`config.mk`:
```
export PLATFORM = sky130hd
export DESIGN_NAME = uart_param
export DESIGN_NICKNAME = d
export VERILOG_FILES = /design/src/rtl/uart_pkg.sv /design/src/rtl/uart_fifo.sv /design/src/rtl/uart_param.sv
export SDC_FILE = /design/constraint.sdc
export NUM_CORES = 1
export LEC_CHECK = 0
export CAP_MARGIN = 5
export CORE_MARGIN = 5
export CORE_UTILIZATION = 45
export DETAILED_ROUTE_END_ITERATION = 7
export PLACE_DENSITY = 0.65
export RECOVER_POWER = 25
export SETUP_SLACK_MARGIN = 0.05
export SYNTH_ARGS = -nofsm -noshare
export SYNTH_HDL_FRONTEND = slang
export SYNTH_SLANG_ARGS = --single-unit
export TNS_END_PERCENT = 100
```
`constraint.sdc`:
```
create_clock -name inclk -period 5.56 [get_ports inclk]
set_clock_uncertainty 0.2 [all_clocks]
set_input_delay 0.834 -clock inclk [delete_from_list [all_inputs] [get_ports inclk]]
set_output_delay 0.834 -clock inclk [all_outputs]
set_load 0.005 [all_outputs]
```
`src/rtl/uart_pkg.sv`:
```
// uart_pkg: parity modes, FSM state encoding and parity helper shared by the UART
// Contents: par_mode_t (NONE/ODD/EVEN), uart_state_t (TX and RX FSM states),
//           parity_bit() returning the parity bit for up to 8 data bits.
package uart_pkg;
    typedef enum logic [1:0] {PAR_NONE, PAR_ODD, PAR_EVEN} par_mode_t;
    typedef enum logic [2:0] {S_IDLE, S_START, S_DATA, S_PARITY, S_STOP} uart_state_t;
    // Narrower data is zero-extended by the caller, which leaves the XOR unchanged.
    function automatic logic parity_bit(input logic [7:0] data, input par_mode_t mode);
        return mode == PAR_ODD ? ~^data : ^data;
    endfunction
endpackage

```
`src/rtl/uart_fifo.sv`:
```
// uart_fifo: receive FIFO holding {perr, ferr, data} entries
// Ports: inclk/rst_n clock and async active-low reset; wr/wdata push;
//        rd pop strobe; rdata head entry (zero when empty); rdy not-empty;
//        ovf pulses when a push is dropped because the FIFO is full.
module uart_fifo #(
    parameter int WIDTH = 10,
    parameter int DEPTH = 4
) (
    input  logic             inclk,
    input  logic             rst_n,
    input  logic             wr,
    input  logic [WIDTH-1:0] wdata,
    input  logic             rd,
    output logic [WIDTH-1:0] rdata,
    output logic             rdy,
    output logic             ovf
);
    localparam int AW = $clog2(DEPTH);
    logic [WIDTH-1:0] mem [DEPTH];
    logic [AW-1:0] wptr, rptr;
    logic [AW:0] count;
    logic do_rd, do_wr;
    assign rdy   = count != '0;
    assign do_rd = rd && rdy;
    // A pop in the same cycle frees the slot, so a full FIFO still accepts the write.
    assign do_wr = wr && (count != (AW+1)'(DEPTH) || do_rd);
    assign ovf   = wr && !do_wr;
    assign rdata = rdy ? mem[rptr] : '0;
    always_ff @(posedge inclk) begin
        if (do_wr) mem[wptr] <= wdata;
    end
    always_ff @(posedge inclk or negedge rst_n) begin
        if (!rst_n) begin
            wptr  <= '0;
            rptr  <= '0;
            count <= '0;
        end else begin
            wptr  <= wptr + AW'(do_wr);
            rptr  <= rptr + AW'(do_rd);
            count <= count + (AW+1)'(do_wr) - (AW+1)'(do_rd);
        end
    end
endmodule

```
`src/rtl/uart_param.sv`:
```
// uart_param: parameterised UART transmitter and receiver with receive FIFO
// Ports: inclk/rst_n clock and async active-low reset;
//        tx_data/tx_req/tx_ack/tx_busy/txd transmit handshake and serial out;
//        rxd serial in, loopback routes txd to the receiver;
//        rx_data/rx_perr/rx_ferr FIFO head, rx_rdy not-empty, rx_ack pop,
//        rx_ovf pulses when a received frame is dropped.
module uart_param
    import uart_pkg::*;
#(
    parameter int    DATA_BITS     = 8,
    parameter string PARITY        = "ODD",
    parameter int    STOP_BITS     = 1,
    parameter int    BAUD_DIV      = 16,
    parameter int    RX_FIFO_DEPTH = 4
) (
    input  logic                 inclk,
    input  logic                 rst_n,
    input  logic [DATA_BITS-1:0] tx_data,
    input  logic                 tx_req,
    output logic                 tx_ack,
    output logic                 tx_busy,
    output logic                 txd,
    input  logic                 rxd,
    input  logic                 loopback,
    output logic [DATA_BITS-1:0] rx_data,
    output logic                 rx_perr,
    output logic                 rx_ferr,
    output logic                 rx_rdy,
    input  logic                 rx_ack,
    output logic                 rx_ovf
);
    localparam par_mode_t MODE = PARITY == "NONE" ? PAR_NONE : PARITY == "EVEN" ? PAR_EVEN : PAR_ODD;
    localparam bit HAS_PAR = MODE != PAR_NONE;
    localparam int CW = $clog2(BAUD_DIV);
    localparam logic [CW-1:0] LAST = CW'(BAUD_DIV - 1);
    localparam logic [CW-1:0] HALF = CW'(BAUD_DIV / 2 - 1);

    uart_state_t tx_state, tx_next, rx_state, rx_next;
    logic [CW-1:0] tx_cnt, rx_cnt;
    logic [2:0] tx_idx, rx_idx, sync;
    logic [DATA_BITS-1:0] tx_sh, rx_sh;
    logic [DATA_BITS+1:0] rx_head;
    logic tx_par, tx_tick, rx_samp, rx_line, rx_fall, rx_wr, rx_perr_q;

    assign tx_tick = tx_cnt == LAST;
    assign tx_busy = tx_state != S_IDLE;

    always_comb begin
        tx_next = tx_state;
        tx_ack  = 1'b0;
        case (tx_state)
            S_IDLE:   if (tx_req) begin
                tx_ack  = 1'b1;
                tx_next = S_START;
            end
            S_START:  if (tx_tick) tx_next = S_DATA;
            S_DATA:   if (tx_tick && tx_idx == 3'(DATA_BITS - 1)) tx_next = HAS_PAR ? S_PARITY : S_STOP;
            S_PARITY: if (tx_tick) tx_next = S_STOP;
            // A request pending at the end of the stop time starts the next frame with no idle bit.
            S_STOP:   if (tx_tick && tx_idx == 3'(STOP_BITS - 1)) begin
                tx_ack  = tx_req;
                tx_next = tx_req ? S_START : S_IDLE;
            end
            default:  tx_next = S_IDLE;
        endcase
        txd = tx_state == S_START ? 1'b0 : tx_state == S_DATA ? tx_sh[0] : tx_state == S_PARITY ? tx_par : 1'b1;
    end

    always_ff @(posedge inclk or negedge rst_n) begin
        if (!rst_n) begin
            tx_state <= S_IDLE;
            tx_cnt   <= '0;
            tx_idx   <= '0;
            tx_sh    <= '0;
            tx_par   <= 1'b0;
        end else begin
            tx_state <= tx_next;
            tx_cnt   <= (tx_state == S_IDLE || tx_tick) ? '0 : tx_cnt + 1'b1;
            if (tx_tick) tx_idx <= tx_next != tx_state ? '0 : tx_idx + 1'b1;
            if (tx_ack) begin
                tx_sh  <= tx_data;
                tx_par <= parity_bit(8'(tx_data), MODE);
            end else if (tx_state == S_DATA && tx_tick) begin
                tx_sh <= tx_sh >> 1;
            end
        end
    end

    // sync[1:0] is the synchroniser; sync[2] keeps the previous value for start-edge detection.
    assign rx_line = sync[1];
    assign rx_fall = sync[2] && !sync[1];
    // The counter free-runs from the start edge, so the mid-start sample and every later
    // sample share one compare point spaced BAUD_DIV apart.
    assign rx_samp = rx_cnt == HALF;
    assign rx_wr   = rx_state == S_STOP && rx_samp;

    always_comb begin
        rx_next = rx_state;
        case (rx_state)
            S_IDLE:   if (rx_fall) rx_next = S_START;
            S_START:  if (rx_samp) rx_next = rx_line ? S_IDLE : S_DATA;
            S_DATA:   if (rx_samp && rx_idx == 3'(DATA_BITS - 1)) rx_next = HAS_PAR ? S_PARITY : S_STOP;
            S_PARITY: if (rx_samp) rx_next = S_STOP;
            S_STOP:   if (rx_samp) rx_next = S_IDLE;
            default:  rx_next = S_IDLE;
        endcase
    end

    always_ff @(posedge inclk or negedge rst_n) begin
        if (!rst_n) begin
            sync      <= '1;
            rx_state  <= S_IDLE;
            rx_cnt    <= '0;
            rx_idx    <= '0;
            rx_sh     <= '0;
            rx_perr_q <= 1'b0;
        end else begin
            sync     <= {sync[1:0], loopback ? txd : rxd};
            rx_state <= rx_next;
            rx_cnt   <= (rx_state == S_IDLE || rx_cnt == LAST) ? '0 : rx_cnt + 1'b1;
            if (rx_samp) rx_idx <= rx_state == S_DATA ? rx_idx + 1'b1 : '0;
            if (rx_samp && rx_state == S_DATA) rx_sh <= {rx_line, rx_sh[DATA_BITS-1:1]};
            if (rx_state == S_IDLE) rx_perr_q <= 1'b0;
            else if (rx_samp && rx_state == S_PARITY) rx_perr_q <= rx_line != parity_bit(8'(rx_sh), MODE);
        end
    end

    uart_fifo #(.WIDTH(DATA_BITS + 2), .DEPTH(RX_FIFO_DEPTH)) u_fifo (
        .inclk (inclk),
        .rst_n (rst_n),
        .wr    (rx_wr),
        .wdata ({rx_perr_q, ~rx_line, rx_sh}),
        .rd    (rx_ack),
        .rdata (rx_head),
        .rdy   (rx_rdy),
        .ovf   (rx_ovf)
    );
    assign {rx_perr, rx_ferr, rx_data} = rx_head;
endmodule
```
---- Word level (Yosys, flattened, before mapping) ----
Memory sizes are Yosys's and may differ from the RTL's.
Index checks and enable logic that the tools add are counted.
operators by class
  bitwise operators ....................... 1
  order comparisons ....................... 0
  add/sub/neg operators ................... 8
  multipliers ............................. 0
  divide/modulo/power cells ............... 0
  multiplexer cells ....................... 32
  reductions and logical operators ........ 26
  shift operators ......................... 0
  equal/unequal tests ..................... 21
operator list
  operator               number
  $mux W3                12
  $pmux W3 S5            2
  $mux W8                2
  $reduce_xnor A8 Y1     2
  $eq A3 B2 Y1 const B   4
  $eq A3 B3 Y1 const B   4
  $logic_and A1 B1 Y1    11
  $mux W1                11
  $mux W10               1
  $ne A2 B2 Y1 const B   5
  $logic_not A3 Y1       3
  $add A4 B1 Y4 const B  2
  $eq A4 B4 Y1 const B   2
  $mux W4                2
  $add A3 B1 Y3 const B  2
  $eq A3 B1 Y1 const B   2
  $reduce_bool A3 Y1     2
  $reduce_and A5 Y1      1
  $add A2 B1 Y2          2
  $eq A4 B3 Y1 const B   1
  $reduce_bool A2 Y1     2
  $add A3 B1 Y3          1
  $logic_or A1 B1 Y1     3
  $ne A3 B3 Y1           1
  7 further kinds        8
word-level totals
  latch bits .............................. 0
  RAM bits ................................ 40
  word-level logic and storage cells ...... 103
  memories ................................ 1
  bits in read-only memories .............. 0
  flip-flop bits (word level) ............. 48
memories
  name        words  bits a word  rd ports  clocked after Yosys merged registers in  wr ports  line             source
  u_fifo.mem  4      10           1         0                                        1         uart_fifo.sv:19  logic [WIDTH-1:0] mem [DEPTH];

---- Depth between registers and ports, before layout ----
Gate-level depths: netlist of run 1.
  word-level depth ........................ 6
  depth in mapped cells ................... 9
  gate-level depth less buffers ........... 8

---- By module ----
From an unflattened synthesis of run 1, not the netlist that was laid out.
second synthesis, totals
  cells, all modules ...................... 267
  area, all modules ....................... 3935.0 µm²
by module, submodules not included
  module      instances  area each (µm²)  sequential area each (µm²)  cells each
  uart_param  1          2049.5           1029.7                      175
  uart_fifo   1          1885.6           1376.3                      92

---- Worst setup path after synthesis of run 1 ----
No wires, ideal clock.
  path kind ............................... input to register
  start point ............................. input port rx_ack
  end point ............................... register u_fifo.count[2]
  path buffers ............................ 0
  setup time .............................. 0.123 ns
  slack ................................... 2.841 ns
  data required time ...................... 5.237 ns
  stages on the path ...................... 7
  arrival time ............................ 2.396 ns
  cells stage by stage .................... or4b_1 -> nand4_1 -> inv_1 -> ha_1 -> fa_1 -> xnor2_1 -> xnor2_1
between the ends
  cells in the longest elaborated chain, start to end .. 5
RTL lines
  what                   line              source
  start, declared        uart_param.sv:29  input logic rx_ack,
  $logic_and A1 B1 Y1 *  uart_fifo.sv:24   assign do_rd = rd && rdy;
  $logic_or A1 B1 Y1     uart_fifo.sv:26   assign do_wr = wr && (count != (AW+1)'(DEPTH) || do_rd);
  $logic_and A1 B1 Y1    uart_fifo.sv:26
  $add A3 B1 Y3          uart_fifo.sv:40   count <= count + (AW+1)'(do_wr) - (AW+1)'(do_rd);
  $sub A3 B1 Y3 *        uart_fifo.sv:40
  end signal, assigned   uart_fifo.sv:40
  end, declared          uart_fifo.sv:21   logic [AW:0] count;
Every way passes the cells marked *; elsewhere a longest branch is shown, timed or not.
A chain may end at the register's enable or synchronous reset.

---- Final worst setup path of run 1 ----
  start point ............................. input port rx_ack
  end point ............................... output port rx_ovf
between the ends
  cells in the longest elaborated chain, start to end .. 5
RTL lines
  what                 line              source
  $logic_and A1 B1 Y1  uart_fifo.sv:24
  $logic_or A1 B1 Y1   uart_fifo.sv:26
  $logic_and A1 B1 Y1  uart_fifo.sv:26
  $logic_not A1 Y1     uart_fifo.sv:27   assign ovf = wr && !do_wr;
  $logic_and A1 B1 Y1  uart_fifo.sv:27
  end, declared        uart_param.sv:30  output logic rx_ovf
No other way between the ends.

==> metrics, run 1 <==
Post-Synthesis Mean Instance Area=13.97 um2; worst endpoint required time=4.53 ns; Max clock buf depth=2; Layout Cell Area excl Fill=0.004503 mm2; worst reg2reg startpoint=rx_cnt[0]$_DFF_PN0_; number of buffers inserted by port buffering=28; top cell types by occurrence after synthesis=sky130_fd_sc_hd__dfrtp_1, sky130_fd_sc_hd__edfxtp_1, sky130_fd_sc_hd__nand2_1; count of synthesis-stage warnings from yosys=0; count of inserted antenna diode cells=0; worst reg2reg endpoint=u_fifo.mem[2][8]$_DFFE_PP_; Min-Delay Startpoint=sync[0]$_DFF_PN1_; max-capacitance violation count=1; Layout Cells excl Fill=430; Arrival @ worst endpoint=2.57 ns; global-route usage over all layers=0.1308; top fanout value on the critical path=2; post-synthesis cell type count=48; wire length of the first global-routing pass=10660 um; initial core utilization=0.4568; cell taking the most area after synthesis=sky130_fd_sc_hd__edfxtp_1; unrepaired setup endpoints after global routing=false; count of buffer and inverter cells on the critical path=2; via count=2181; Worst Setup End Kind=primary output; final hold vios=0; sequential share of the synthesized area=0.6130; most frequent cell after synthesis=sky130_fd_sc_hd__dfrtp_1; overall power=1.533 mW; proportion of synthesized flip-flops having asynchronous set or reset=0.5455; clock tree from TritonCTS=built; Hold Path Cell Cnt=0; Clock Sinks=88; count of cells along the worst register-to-register path=6; static leakage=1.847 nW; run status=finished with violations; number of synthesized flops with an enable pin=40; portion of synthesized cell area occupied by the leading cell type=0.3060; vertical extent of the die=103.4 um; cell occurring most often along the worst timing path=sky130_fd_sc_hd__clkdlybuf4s50_1; list of cells traversed by the critical path=clkdlybuf4s50_1 -> or4b_1 -> nor3_1 -> clkdlybuf4s50_1; total instance count after detailed placement=414; number of global-route vias before repair=2264; setup slack on the worst flop-to-flop path=3.04 ns; total gr overflow=0; area of placed instances=0.004328 mm2; fin. max-slew vios=49; logic depth of the worst setup path including buffers=4; number of nets in the synthesized netlist=307; Setup-failing EPs final=0; Reg clk slew, reported paths=0.08 ns; wirelength, routed=6134 um; path type of the worst setup path=primary input to primary output; cell count after synthesis=281; crit share post-route=0.6482; post-DR wirelength/cell=14.27 um; Root Buffer=sky130_fd_sc_hd__clkbuf_8; post-CTS setup repair buffer count=0; signed area change from the synthesized netlist to the final layout=14.73%; final net count=343; Avg Vias per Cell=5.072; final sum of negative setup slack=0 ns; number of nets with antenna violations after detailed routing=0; highest attainable clock frequency=277.5 MHz; most used flip-flop cell after synthesis=sky130_fd_sc_hd__dfrtp_1; maximum cell stage delay along the critical path=0.59 ns; core area=0.008593 mm2; worst-skew pair later-pin latency=0.35 ns; horizontal die dimension=103.4 um; number of hold buffers added after CTS=0; Hold Path End=sync[1]$_DFF_PN1_; Netlist Area Pre-Place=0.003925 mm2; class of the most critical hold timing path=flip-flop to flip-flop; startpoint type of the worst setup path=primary input; initial antenna violation count=0; Post-Route Hold Slack=0.1651 ns; layout cell share with drive strength beyond 1=0.1708; area enclosed by the die boundary=0.01069 mm2; Area contributors post-synth=sky130_fd_sc_hd__edfxtp_1, sky130_fd_sc_hd__dfrtp_1, sky130_fd_sc_hd__mux4_2, sky130_fd_sc_hd__mux2_4, sky130_fd_sc_hd__xnor2_1; detailed-routing iteration count for the pre-antenna-repair pass=4; Final GP Congestion=0.7807; H-tree lvl count=3; PostCTS Resize Cnt=0; gate family responsible for the most delay along the worst path=buffers and inverters; cell at the slowest stage of the critical path=sky130_fd_sc_hd__or4b_1; number of cell rows=34; DRC violation count after routing=0; Yosys reg bits=88; actual transition at the worst max-transition pin=2.567 ns; largest net degree at the start of global routing=49; tightest slew margin relative to the limit=-0.7111; final period demand of the worst path=3.604 ns; DRC marker count from the first detailed-route iteration=81; pwr/cell area=340.5 mW/mm2; placed wire-length estimate after detailed placement=4111 um; violations in the final reports=max-capacitance violations, max-slew violations; Ports=29; Num CTS Buffers=9; maximum vdd drop=0.1710 mV
[state kept, by name, indices dropped and copies added, names as in the netlist, 4 cells and up]
register / flops
tx_sh: 8
tx_cnt: 4
u_fifo.mem: 40
rx_cnt: 4
rx_sh: 8
[final cells by class]
| type | instances | area [um2] |
|---|---|---|
| fillers | 735 | 4090 |
| multi-input cells | 173 | 1436 |
| inverters | 14 | 52.55 |
| repair buffers | 31 | 294.0 |
| clock buffers | 9 | 123.9 |
| well taps | 108 | 135.1 |
| clock inverters | 7 | 55.05 |
| flip-flops and latches | 88 | 2406 |
[logic make-up after synthesis]
| group | count (synthesis) | share of synthesized area |
|---|---|---|
| AO/OA/AOI/OAI | 19 | 0.03348 |
| multiplexers | 26 | 0.1141 |
| XOR/XNOR | 23 | 0.05483 |
| adder cells (fa/ha/maj) | 12 | 0.04017 |
| buffers and inverters | 20 | 0.02231 |
| flip-flops | 88 | 0.6130 |
| AND/OR/NAND/NOR | 93 | 0.1221 |
[per-stage QoR]
stage | setup slack, ns | utilization
2_1_floorplan | 2.841 | -
3_3_place_gp | 1.937 | 0.5036
5_1_grt | 1.907 | 0.5240
6_report | 1.956 | 0.5240
3_5_place_dp | 1.945 | 0.5036
4_1_cts | 1.940 | 0.5245
[placed cells by master (no fill, tap or decap), drive strengths merged, types with 11 or more instances in the layout]
cell           count
clkdlybuf4s50     27
nor2              13
mux2              14
xnor2             16
nor2b             13
ha                11
nand2             35
inv               17
dfrtp             45
edfxtp            40
[where the power goes]
| part | total, mW | internal (mW) | switching (mW) |
|---|---|---|---|
| Sequential | 0.814 | 0.731 | 0.0825 |
| Clock | 0.399 | 0.168 | 0.231 |
| Combinational | 0.320 | 0.201 | 0.120 |
| Total | 1.53 | 1.10 | 0.433 |
[per-layer routing]
layer | wire length [um] | vias to the layer above | GRT usage
li1 | - | 1070 | -
met1 | 2739 | 1059 | 0.1685
met2 | 3001 | 45 | 0.2137
met3 | 326 | 7 | 0.04427
met4 | 66 | 0 | 0.03287
met5 | 0 | - | 0
[worst register-to-register path: cells and delay by family (launching register included)]
| kind | cells | cell delay [ns] |
|---|---|---|
| DFF | 1 | 0.37 |
| buffers and inverters | 1 | 0.15 |
| and+or+nand+nor | 4 | 1.18 |
| adders and majority gates | 1 | 0.24 |
[how the worst max path moves through the flow]
stage                      start                        end  slack [ns]
after floorplan           rx_ack  u_fifo.count[2]$_DFF_PN0_        2.84
after global placement    rx_ack                     rx_ovf        1.94
after detailed placement  rx_ack                     rx_ovf        1.95
after CTS                 rx_ack                     rx_ovf        1.94
after global routing      rx_ack                     rx_ovf        1.91
final                     rx_ack                     rx_ovf        1.96
Note: power is estimated with default switching activity, not from simulation.
==> inputs of run 2 (changes only) <==
--- a/config.mk
+++ b/config.mk
@@ -9,7 +9,7 @@
 export CORE_MARGIN = 5
 export CORE_UTILIZATION = 45
 export DETAILED_ROUTE_END_ITERATION = 7
-export PLACE_DENSITY = 0.65
+export PLACE_DENSITY = 0.67
 export RECOVER_POWER = 25
 export SETUP_SLACK_MARGIN = 0.05
 export SYNTH_ARGS = -nofsm -noshare
==> constraint.sdc (replaced) <==
create_clock -name inclk -period 3.1 [get_ports inclk]
set_clock_uncertainty 0.2 [all_clocks]
set_input_delay 0.465 -clock inclk [delete_from_list [all_inputs] [get_ports inclk]]
set_output_delay 0.465 -clock inclk [all_outputs]
set_load 0.005 [all_outputs]
==> run 2 against run 1 <==
Wire length is 5.5% higher. Clock-buffer cell count stayed put. Setup slack worse by 1.7 ns. The flow now finishes without violations.
==> metrics, run 2 (synthesis results as in run 1) <==
cell occurring most often along the worst timing path=sky130_fd_sc_hd__clkdlybuf4s50_1; register with the most flip-flops=u_fifo.mem; Layout Cell Area excl Fill=0.004612 mm2; final net count=348; cell at the slowest stage of the critical path=sky130_fd_sc_hd__or4b_1; Max clock buf depth=2; number of cell rows=34; minimum setup slack after placement=0.2079 ns; commonest cells after routing, fill and taps aside=sky130_fd_sc_hd__dfrtp_1, sky130_fd_sc_hd__edfxtp_1, sky130_fd_sc_hd__nand2_1; horizontal die dimension=103.4 um; worst-skew pair later-pin latency=0.34 ns; Worst Setup EP=rx_ovf; vertical extent of the die=103.4 um; highest attainable clock frequency=349.4 MHz; class of the most critical hold timing path=flip-flop to flip-flop; signed area change from the synthesized netlist to the final layout=17.50%; Reg clk slew, reported paths=0.08 ns; Layout Cells excl Fill=435; overall power=3.141 mW; count of cells along the worst register-to-register path=6; via count=2206; worst reg2reg endpoint=u_fifo.mem[2][0]$_DFFE_PP_; DRC violation count after routing=0; placed wire-length estimate after detailed placement=4503 um; count of inserted antenna diode cells=0; Root Buffer=sky130_fd_sc_hd__clkbuf_8; initial antenna violation count=0; final period demand of the worst path=2.862 ns; gate family responsible for the most delay along the worst path=buffers and inverters; initial core utilization=0.4568; run status=completed; Avg Vias per Cell=5.071; total gr overflow=0; final sum of negative setup slack=0 ns; area of placed instances=0.004353 mm2; worst reg2reg startpoint=rx_cnt[0]$_DFF_PN0_; Setup-failing EPs final=0; global-route usage over all layers=0.1342; post-CTS setup repair buffer count=0; largest registers ranked by flip-flop count=u_fifo.mem (40), rx_sh (8), tx_sh (8); unrepaired setup endpoints after global routing=false; path type of the worst setup path=primary input to primary output; crit share post-route=0.9232; PostCTS Resize Cnt=0; Clock Sinks=88; Post-Route Hold Slack=0.1664 ns; count of buffer and inverter cells on the critical path=2; worst endpoint required time=2.43 ns; actual transition at the worst max-transition pin=1.280 ns; post-route core utilization=0.5367; Fill cells=713; H-tree lvl count=3; tightest slew margin relative to the limit=0.1464; logic depth of the worst setup path including buffers=4; Largest register FFs=40; Ports=29; DRC marker count from the first detailed-route iteration=94; top fanout value on the critical path=2; setup slack on the worst flop-to-flop path=0.63 ns; Arrival @ worst endpoint=2.20 ns; number of buffers inserted by port buffering=28; fin. max-slew vios=0; commonest non-fill, non-tap cell in the layout=sky130_fd_sc_hd__dfrtp_1; largest net degree at the start of global routing=26; final worst slack=0.2381 ns; pwr/cell area=681.0 mW/mm2; Num CTS Buffers=9; worst setup path startpoint=rx_ack; number of hold buffers added after CTS=1; max-capacitance violation count=0; number of nets with antenna violations after detailed routing=0; static leakage=1.929 nW; number of global-route vias before repair=2282; area enclosed by the die boundary=0.01069 mm2; detailed-routing iteration count for the pre-antenna-repair pass=4; maximum cell stage delay along the critical path=0.58 ns; startpoint type of the worst setup path=primary input; wirelength, routed=6473 um; core area=0.008593 mm2; wire length of the first global-routing pass=10920 um; total instance count after detailed placement=418; Worst Setup End Kind=primary output; clock tree from TritonCTS=built; layout cell share with drive strength beyond 1=0.1774; area occupied by registers=0.002406 mm2; final hold vios=0; Final GP Congestion=0.7611; post-DR wirelength/cell=14.88 um; footprint of the multi-input gates=0.001431 mm2; list of cells traversed by the critical path=clkdlybuf4s50_1 -> or4b_1 -> nor3_1 -> clkdlybuf4s50_1; maximum vdd drop=0.3033 mV
## run 2: final cells by class
class	count	area share
clock buffer	9	0.02686
inverter	14	0.01139
multi-input combinational	173	0.3104
timing repair buffer	36	0.07298
tap	108	0.02930
sequential	88	0.5217
clock inverter	7	0.02740
## run 2: power breakdown
| group | internal, mW | switching, mW |
|---|---|---|
| sequential | 1.31 | 0.116 |
| combinational | 0.461 | 0.288 |
| clock | 0.547 | 0.418 |
## run 2: layer usage
metal / vias to the layer above / share of wire / wire length (um) / GRT usage
met3: 7 / 0.034 / 219 / 0.02750
met1: 1077 / 0.46 / 2947 / 0.1758
li1: 1084 / - / - / -
met2: 38 / 0.50 / 3228 / 0.2206
met5: - / 0 / 0 / 0
met4: 0 / 0.012 / 77 / 0.05080
## run 2: worst min path at each step
stage                 startpoint  slack [ns]                  end  depth (start not counted)
5_1_grt        sync[0]$_DFF_PN1_        0.17    sync[1]$_DFF_PN1_                          0
3_3_place_gp   sync[0]$_DFF_PN1_        0.15    sync[1]$_DFF_PN1_                          0
6_report       sync[0]$_DFF_PN1_        0.17    sync[1]$_DFF_PN1_                          0
2_1_floorplan              rst_n       -0.03  rx_cnt[0]$_DFF_PN0_                          0
3_5_place_dp   sync[0]$_DFF_PN1_        0.15    sync[1]$_DFF_PN1_                          0
4_1_cts        sync[0]$_DFF_PN1_        0.16    sync[1]$_DFF_PN1_                          0
